<file path="src/rtl/simon_serial_host.sv">
// Parallel-to-serial host bridge for the bit-serial Simon core: key load, plaintext
// load LSB-first, run, then deserialise the cipher stream into a parallel block.
module simon_serial_host #(
    parameter int BLOCK_W     = 64,
    parameter int KEY_W       = 128,
    parameter int KEY_LOAD_EN = 1,
    parameter int TIMEOUT_CYC = 4096
) (
    input  logic               clk,
    input  logic               reset,
    input  logic               in_valid,
    output logic               in_ready,
    input  logic [BLOCK_W-1:0] in_block,
    output logic               out_valid,
    input  logic               out_ready,
    output logic [BLOCK_W-1:0] out_block,
    output logic               busy,
    output logic               timeout,
    output logic               core_data_in,
    output logic [1:0]         core_data_rdy,
    input  logic               core_cipher_out,
    input  logic               core_valid,
    output logic [2:0]         dbg_state
);

    localparam int CNT_MAX = (KEY_W > BLOCK_W) ? KEY_W : BLOCK_W;
    localparam int CW      = $clog2(CNT_MAX + 1);
    localparam int TW      = $clog2(TIMEOUT_CYC + 1);
    localparam logic [CW-1:0] KEY_LAST  = CW'(KEY_W - 1);
    localparam logic [CW-1:0] BLK_LAST  = CW'(BLOCK_W - 1);
    localparam logic [TW-1:0] TMO_LIMIT = TW'(TIMEOUT_CYC);

    typedef enum logic [2:0] {
        S_IDLE, S_LOAD_KEY, S_LOAD_PT, S_RUN, S_COLLECT, S_DONE
    } state_t;

    state_t             state_q, state_d;
    logic [CW-1:0]      cnt_q, cnt_d;
    logic [TW-1:0]      tmo_q, tmo_d;
    logic [BLOCK_W-1:0] sr_q, sr_d;
    logic [BLOCK_W-1:0] out_block_q, out_block_d;
    logic               timeout_q, timeout_d;
    logic [BLOCK_W-1:0] cap_shift;
    logic [TW-1:0]      tmo_inc;

    // Handshakes: a transfer happens on a rising edge where valid && ready are both
    // high; valid never depends on ready, and out_block is held while out_valid is high.
    always_ff @(posedge clk or negedge reset) begin
        if (!reset) begin
            state_q     <= S_IDLE;
            cnt_q       <= '0;
            tmo_q       <= '0;
            sr_q        <= '0;
            out_block_q <= '0;
            timeout_q   <= 1'b0;
        end else begin
            state_q     <= state_d;
            cnt_q       <= cnt_d;
            tmo_q       <= tmo_d;
            sr_q        <= sr_d;
            out_block_q <= out_block_d;
            timeout_q   <= timeout_d;
        end
    end

    // The plaintext shift register empties during LOAD_PT, so it is reused to collect.
    assign cap_shift = {core_cipher_out, sr_q[BLOCK_W-1:1]};
    assign tmo_inc   = tmo_q + TW'(1);

    always_comb begin
        state_d       = state_q;
        cnt_d         = cnt_q;
        tmo_d         = tmo_q;
        sr_d          = sr_q;
        out_block_d   = out_block_q;
        timeout_d     = 1'b0;
        in_ready      = 1'b0;
        out_valid     = 1'b0;
        core_data_in  = 1'b0;
        core_data_rdy = 2'b00;
        case (state_q)
            S_IDLE: begin
                in_ready = 1'b1;
                if (in_valid) begin
                    sr_d    = in_block;
                    cnt_d   = '0;
                    tmo_d   = '0;
                    state_d = (KEY_LOAD_EN != 0) ? S_LOAD_KEY : S_LOAD_PT;
                end
            end
            S_LOAD_KEY: begin
                core_data_rdy = 2'b01;
                if (cnt_q == KEY_LAST) begin
                    cnt_d   = '0;
                    state_d = S_LOAD_PT;
                end else begin
                    cnt_d = cnt_q + CW'(1);
                end
            end
            S_LOAD_PT: begin
                core_data_rdy = 2'b10;
                core_data_in  = sr_q[0];
                sr_d          = sr_q >> 1;
                if (cnt_q == BLK_LAST) begin
                    cnt_d   = '0;
                    tmo_d   = '0;
                    state_d = S_RUN;
                end else begin
                    cnt_d = cnt_q + CW'(1);
                end
            end
            S_RUN, S_COLLECT: begin
                core_data_rdy = 2'b11;
                if (core_valid) begin
                    sr_d  = cap_shift;
                    tmo_d = '0;
                    if (state_q == S_RUN) begin
                        cnt_d   = CW'(1);
                        state_d = S_COLLECT;
                    end else if (cnt_q == BLK_LAST) begin
                        cnt_d       = '0;
                        out_block_d = cap_shift;
                        state_d     = S_DONE;
                    end else begin
                        cnt_d = cnt_q + CW'(1);
                    end
                end else if (tmo_inc == TMO_LIMIT) begin
                    // Abort: drop the partial block and never raise out_valid.
                    timeout_d = 1'b1;
                    tmo_d     = '0;
                    cnt_d     = '0;
                    sr_d      = '0;
                    state_d   = S_IDLE;
                end else begin
                    tmo_d = tmo_inc;
                end
            end
            S_DONE: begin
                out_valid = 1'b1;
                if (out_ready) state_d = S_IDLE;
            end
            default: state_d = S_IDLE;
        endcase
    end

    assign busy      = (state_q != S_IDLE);
    assign timeout   = timeout_q;
    assign out_block = out_block_q;
    assign dbg_state = state_q;

endmodule

</file>
<file path="config.mk">
export PLATFORM = sky130hd
export DESIGN_NAME = simon_serial_host
export DESIGN_NICKNAME = d
export VERILOG_FILES = /design/src/rtl/simon_serial_host.sv
export SDC_FILE = /design/constraint.sdc
export NUM_CORES = 1
export LEC_CHECK = 0
export ABC_CLOCK_PERIOD_IN_PS = 1950
export CORE_MARGIN = 2
export CORE_UTILIZATION = 41
export DETAILED_ROUTE_END_ITERATION = 10
export PLACE_DENSITY = 0.81
export REMOVE_ABC_BUFFERS = 1
export SETUP_SLACK_MARGIN = 0.3
export SLEW_MARGIN = 20
export SYNTH_ARGS = -nofsm -noshare
export SYNTH_HDL_FRONTEND = slang
export SYNTH_SLANG_ARGS = --single-unit
</file>
<file path="constraint.sdc">
create_clock -name clk -period 1.95 [get_ports clk]
set_input_delay 0.39 -clock clk [delete_from_list [all_inputs] [get_ports clk]]
set_output_delay 0.39 -clock clk [all_outputs]
set_load 0.01 [all_outputs]
</file>
# Yosys cells after proc, flatten, opt, wreduce, memory -nomap -nowiden
# Index checks and enable logic that the tools add are counted.
dict set report word_totals {
  ff_bits 153
  in_bits 70
  elab_cells 65
}
dict set report op_classes {
  add_sub_neg 2
  n_eq_ne 14
  mux 32
  bitwise 1
  reduce_logical 10
}
# op count
set ops {}
lappend ops {{2-to-1 mux 64 bit} 3}
lappend ops {{case mux 64 bit (3 select lines)} 1}
lappend ops {{2-to-1 mux 13 bit} 4}
lappend ops {{2-to-1 mux 8 bit} 6}
lappend ops {{case mux 13 bit (3 select lines)} 1}
lappend ops {{case mux 8 bit (4 select lines)} 1}
lappend ops {{2-to-1 mux 3 bit} 8}
lappend ops {{case mux 3 bit (5 select lines)} 1}
lappend ops {{adder 13 x 1 -> 13 bit (second input constant)} 1}
lappend ops {{== test 13 bit (second input constant)} 1}
lappend ops {{AND reduction 3 bit} 3}
lappend ops {{adder 8 x 1 -> 8 bit (second input constant)} 1}
lappend ops {{== test 8 x 6 -> 1 bit (second input constant)} 1}
lappend ops {{== test 8 x 7 -> 1 bit (second input constant)} 1}
lappend ops {{!= test 2 bit (second input constant)} 4}
lappend ops {{== test 3 x 2 -> 1 bit (second input constant)} 2}
lappend ops {{== test 3 bit (second input constant)} 2}
lappend ops {{2-to-1 mux 1 bit} 6}
lappend ops {{case mux 2 bit (3 select lines)} 1}
lappend ops {{AND reduction 6 bit} 1}
lappend ops {{nonzero test 3 bit} 2}
lappend ops {{!= test 4 bit (second input constant)} 1}
lappend ops {{AND reduction 4 bit} 1}
lappend ops {{nonzero test 4 bit} 1}
lappend ops {{5 further kinds} 5}

# Logic depth before layout (Yosys ltp)
# Gate-level depths: netlist of run 1.
dict set report depth {
  depth_word 5
  ltp_mapped 10
}

# Least setup slack after synthesis of run 1
# OpenSTA, ideal clock, no wires.
dict set report synth_timing {
  path_type {register to register}
  start {reg tmo_q[4]}
  end {reg cnt_q[7]}
  setup_time_ns 0.124
  arrival_ns 2.001
  slack_ns -0.174
  path_stages_with_launch 9
  path_buffers 2
  period_less_slack_ns 2.124
  cell_sequence {dfrtp_1 > buf_4 > and4_1 > buf_4 > nand4_1 > mux2i_1 > a31oi_4 > or2_1 > a211o_1}
}
dict set report synth_between {
  elab_chain_len 4
}
# item line_no
set synth_rtl {}
lappend synth_rtl {{start, declared} 39} ;# logic [TW-1:0] tmo_q, tmo_d;
lappend synth_rtl {{start signal, assigned} 59} ;# tmo_q <= tmo_d;
lappend synth_rtl {{adder 13 x 1 -> 13 bit} 68} ;# assign tmo_inc = tmo_q + TW'(1);
lappend synth_rtl {{== test 13 bit} 127} ;# end else if (tmo_inc == TMO_LIMIT) begin
lappend synth_rtl {{!= test 3 bit (no line)} -}
lappend synth_rtl {{AND reduction 3 bit (no line)} -}
lappend synth_rtl {{end signal, assigned} 58} ;# cnt_q <= cnt_d;
lappend synth_rtl {{end, declared} 38} ;# logic [CW-1:0] cnt_q, cnt_d;
# Every way passes these cells.
# A chain may end at the register's enable or synchronous reset.

# Worst setup path after layout of run 1
dict set report layout_timing {
  start {reg state_q[0], in the netlist dbg_state[0]}
  end {reg sr_q[63]}
}
dict set report layout_between {
  elab_chain_len 4
  elab_cells_between_ends 10
  cone_classes {5 x eq/ne; 1 x mux; 4 x reduce/logical}
}
# item line_no
set layout_rtl {}
lappend layout_rtl {{start, declared} 37} ;# state_t state_q, state_d;
lappend layout_rtl {{start signal, assigned} 57} ;# state_q <= state_d;
lappend layout_rtl {{== test 3 x 2 -> 1 bit or == test 3 bit (tied branches)} 81} ;# case (state_q)
lappend layout_rtl {{OR reduction 2 bit} 81}
lappend layout_rtl {{!= test 3 bit (no line) or nonzero test 3 bit (tied branches)} -}
lappend layout_rtl {{AND reduction 3 bit (no line)} -}
lappend layout_rtl {{end signal, assigned} 60} ;# sr_q <= sr_d;
lappend layout_rtl {{end, declared} 40} ;# logic [BLOCK_W-1:0] sr_q, sr_d;
# Several ways; a longest one is shown, not always the timed one.

==> results.md, run 1 <==
- CP dominant cell by count: buf_4
- Core Box Area: 16600 um2
- Final Cell Area: 11100 um2
- Post-synth top area cell: dfrtp_1
- Total track usage: 24.8%
- Leakage Power: 5.20 nW
- H-tree depth: 4
- Filler cells: 1122
- Buffers on Ports: 143
- Clk slew on worst S/H paths: 70 ps
- Global-route wire length before repair: 34800 um
- Max clock buf depth: 2
- DR WL/cell: 21.5 um
- GPL Wtd Cong: 0.890
- Worst r2r path cells: 8
- Final ANT Viol Nets: 0
- Layout cell share with drive strength beyond 1: 36.0%
- Crit. End Element: flop
- Post-synthesis xor/xnor area fraction: 0.125%
- CP required: 2260 ps
- Reg2reg end: sr_q[63]$_DFFE_PN0P_
- Fmax achieved: 426 MHz
- Setup CP Type: reg2reg
- Die Footprint: 18100 um2
- Syn Area/Cell: 11.1 um2
- Most frequent cells in the layout: dfrtp_1 (151), o21ai_1 (82), buf_4 (70)
- Post-synthesis cell count: 631
- Initial antenna violation count: 0
- Adder-cell share of the synthesized area: 0.358%
- Reg-to-reg startpoint: dbg_state[0]$_DFFE_PN0P_
- Final nets: 949
- Slowest CP cell: o21ai_0
- Period utilization: 120%
- Setup WS post-layout: -399 ps
- First-pass iteration count of the detailed router: 7
- Largest family of logic cells by synthesized area: compound AO/OA/AOI/OAI gates
- Failing checks: negative setup slack
- Starting density of the core: 42.0%
- WP data arrival: 2660 ps
- Largest net degree at the start of global routing: 61
- Grt total ovfl: 0
- CP max stage delay: 490 ps
- DRT iter0 DRCs: 683
- Crit-path leading delay family: compound AO/OA/AOI/OAI gates
- CTS tree: built
- Period minus WS final: 2350 ps
- Vias/cell: 5.91
- Drt total wl: 23800 um
- Crit path depth: 8
- Die Span Y: 135 um
- Max-cap violation count: 0
- Final Hold Viols: 0
- Pwr dens: 1260 nW/um2
- Worst vdd ir: 0.664 mV
- Tightest Hold Check Type: in2async
- Share of synthesized registers carrying an async set or reset: 100%
- DP Area: 9190 um2
- Synthesized cell area: 6990 um2
- Relative slew slack: 60.6%
- Mux contribution to synthesized area: 10.9%
- Die X: 135 um
- Synth cell types: 48
- Placed wire-length estimate: 12500 um
- CP endpoint: sr_q[63]$_DFFE_PN0P_
- Worst Tran Pin Value: 585 ps
- Total number of yosys warnings: 0
- Row count: 47
- Clk root buf: clkbuf_16
- Ant diodes: 0
- Clock buffer count from CTS: 17
- Compound-Gate Fraction of Synth Area: 22.4%
- Post-synth top area share: 54.7%
- CP Launch Type: flop
- Yosys reg bits: 153
- Clk_lat worst skew: 430 ps
- Crit-path cells: buf_4 -> buf_4 -> o21ai_0 -> nand2_2 -> buf_4 -> buf_12 -> o21ai_0 -> o21ai_2
- # setup viols final: 147
- Most common cell after layout, fill and taps aside: dfrtp_1
- Critical path origin: dbg_state[0]$_DFFE_PN0P_
- Vias: 6554
- Worst path bufs/invs: 4
- P&R area growth vs syn: 58.1%
- CP Max Fanout: 24
- Layout Cells excl Fill: 1109
- Seq/Total Area, Yosys: 54.7%
- Clock sink count: 153
- Synth Flop Type: dfrtp_1
- Post-synth EDFFs: 0
- Status: finished with violations
- Vias in the first global route: 6402
- DP Cell Count: 1020
- Final Skew: 14.3 ps
- RSZ-0062 raised after global routing: true
- Setup WS pre-CTS: -333 ps
- DRC Markers: 0
- Synth Area in Simple Gates: 7.10%
- Synth area leaders: dfrtp_1 (55%), mux2_2 (10%), a22oi_1 (6.9%), o21ai_0 (6.1%), o21ai_1 (4.3%)
- R2R Setup Slk: -400 ps
- Pins Over Slew Limit: 0
- IO Count: 144
[how the worst min path moves through the flow]
stage,from,to,slack (ps),cells after the start
floorplan,reset,cnt_q[0]$_DFFE_PN0P_,90,0
global placement,reset,cnt_q[4]$_DFFE_PN0P_,270,1
detailed placement,reset,cnt_q[4]$_DFFE_PN0P_,270,1
CTS,reset,cnt_q[4]$_DFFE_PN0P_,380,2
global route,reset,cnt_q[4]$_DFFE_PN0P_,410,2
finish,reset,cnt_q[4]$_DFFE_PN0P_,380,2
[state kept, by name, summed over array words and instances (netlist names)]
register,cells
dbg_state,3
timeout,1
cnt_q,8
sr_q,64
out_block,64
tmo_q,13
[report_power, final]
group          internal (mW)  total (mW)  switching [mW]
sequential              3.90        4.53           0.630
combinational           2.71        6.05            3.34
clock                   1.98        3.33            1.35
total                   8.59        13.9            5.32
[cell type report]
cell class                      instances  area [um2]  share of cell area [%]
Timing Repair Buffer                  280        2910                    26.3
Clock inverter                         11         120                    1.09
Tap cell                              220         275                    2.49
Multi-Input combinational cell        417        3420                    30.9
Sequential cell                       153        3830                    34.7
Inverter                                8        37.5                   0.340
Clock buffer                           20         467                    4.22
[cell usage after synthesis (3+ instances only)]
library cell and instances:
a21o_1 6, a21oi_1 12, a22o_1 4, a22oi_1 64, a31oi_1 3, and3_1 7
buf_2 9, buf_4 4, buf_6 7, clkbuf_1 33, dfrtp_1 153, inv_1 8
mux2_2 65, mux2i_1 3, nand2_1 16, nand2b_1 5, nand3_1 18, nand3b_1 3
nand4_1 5, nor2_1 14, nor2b_1 5, nor3_1 3, o21ai_0 85, o21ai_1 60
o31ai_1 6, or2_2 3
[kinds of logic (layout without fill, tap and decap cells)]
| logic type | Yosys count | in the layout |
|---|---|---|
| AOI/OAI and AO/OA | 255 | 255 |
| adders and majority gates | 2 | 2 |
| DFF | 153 | 153 |
| xor gates and xnor gates | 1 | 1 |
| and+or+nand+nor | 91 | 91 |
| muxes | 68 | 68 |
| buffers and inverters | 61 | 319 |
[per-layer routing]
| layer | share of wire (%) | routed length [um] | track usage [%] | up-vias |
|---|---|---|---|---|
| li1 | - | - | - | 2833 |
| met1 | 41 | 9670 | 32.0 | 3297 |
| met2 | 50 | 11900 | 40.4 | 347 |
| met3 | 5.9 | 1410 | 5.03 | 77 |
| met4 | 3.6 | 863 | 11.3 | 0 |
| met5 | 0 | 0 | 0 | - |
[worst register-to-register path, cell delays in order, from the launching register on]
cell and delay (ps):
dfrtp_1 430, buf_4 150, buf_4 150, o21ai_0 490, nand2_2 170, buf_4 290
buf_12 220, o21ai_0 250, o21ai_2 90
[repair_timing]
action,in CTS,in global routing
pin swaps,34,11
gates resized for setup,254,108
hold buffers,1,0
cloned,7,2
endpoints found under the hold margin,21,0
buffers inserted,38,10
endpoints found under the setup margin,227,161
[through the flow]
| stage | total power [mW] | util (%) | hold WS [ps] | setup TNS, ps |
|---|---|---|---|---|
| 3_5_place_dp | 9.21 | 55.2 | 270 | -31290 |
| 3_3_place_gp | 9.06 | 55.2 | 268 | -22160 |
| 2_1_floorplan | 6.79 | - | 94.4 | -275050 |
| 4_1_cts | 13.1 | 63.5 | 384 | -7590 |
| 6_report | 13.9 | 66.4 | 379 | -25720 |
| 5_1_grt | 14.6 | 66.4 | 408 | -36500 |
No activity file was read; power rests on OpenSTA's default activity.
==> inputs of run 2 (changes only) <==
- CAP_MARGIN: unset -> 40
- GPL_ROUTABILITY_DRIVEN: unset -> 0
==> results of run 2 <==
Same layout as run 1: the final DEF is identical, and so are final timing and power.
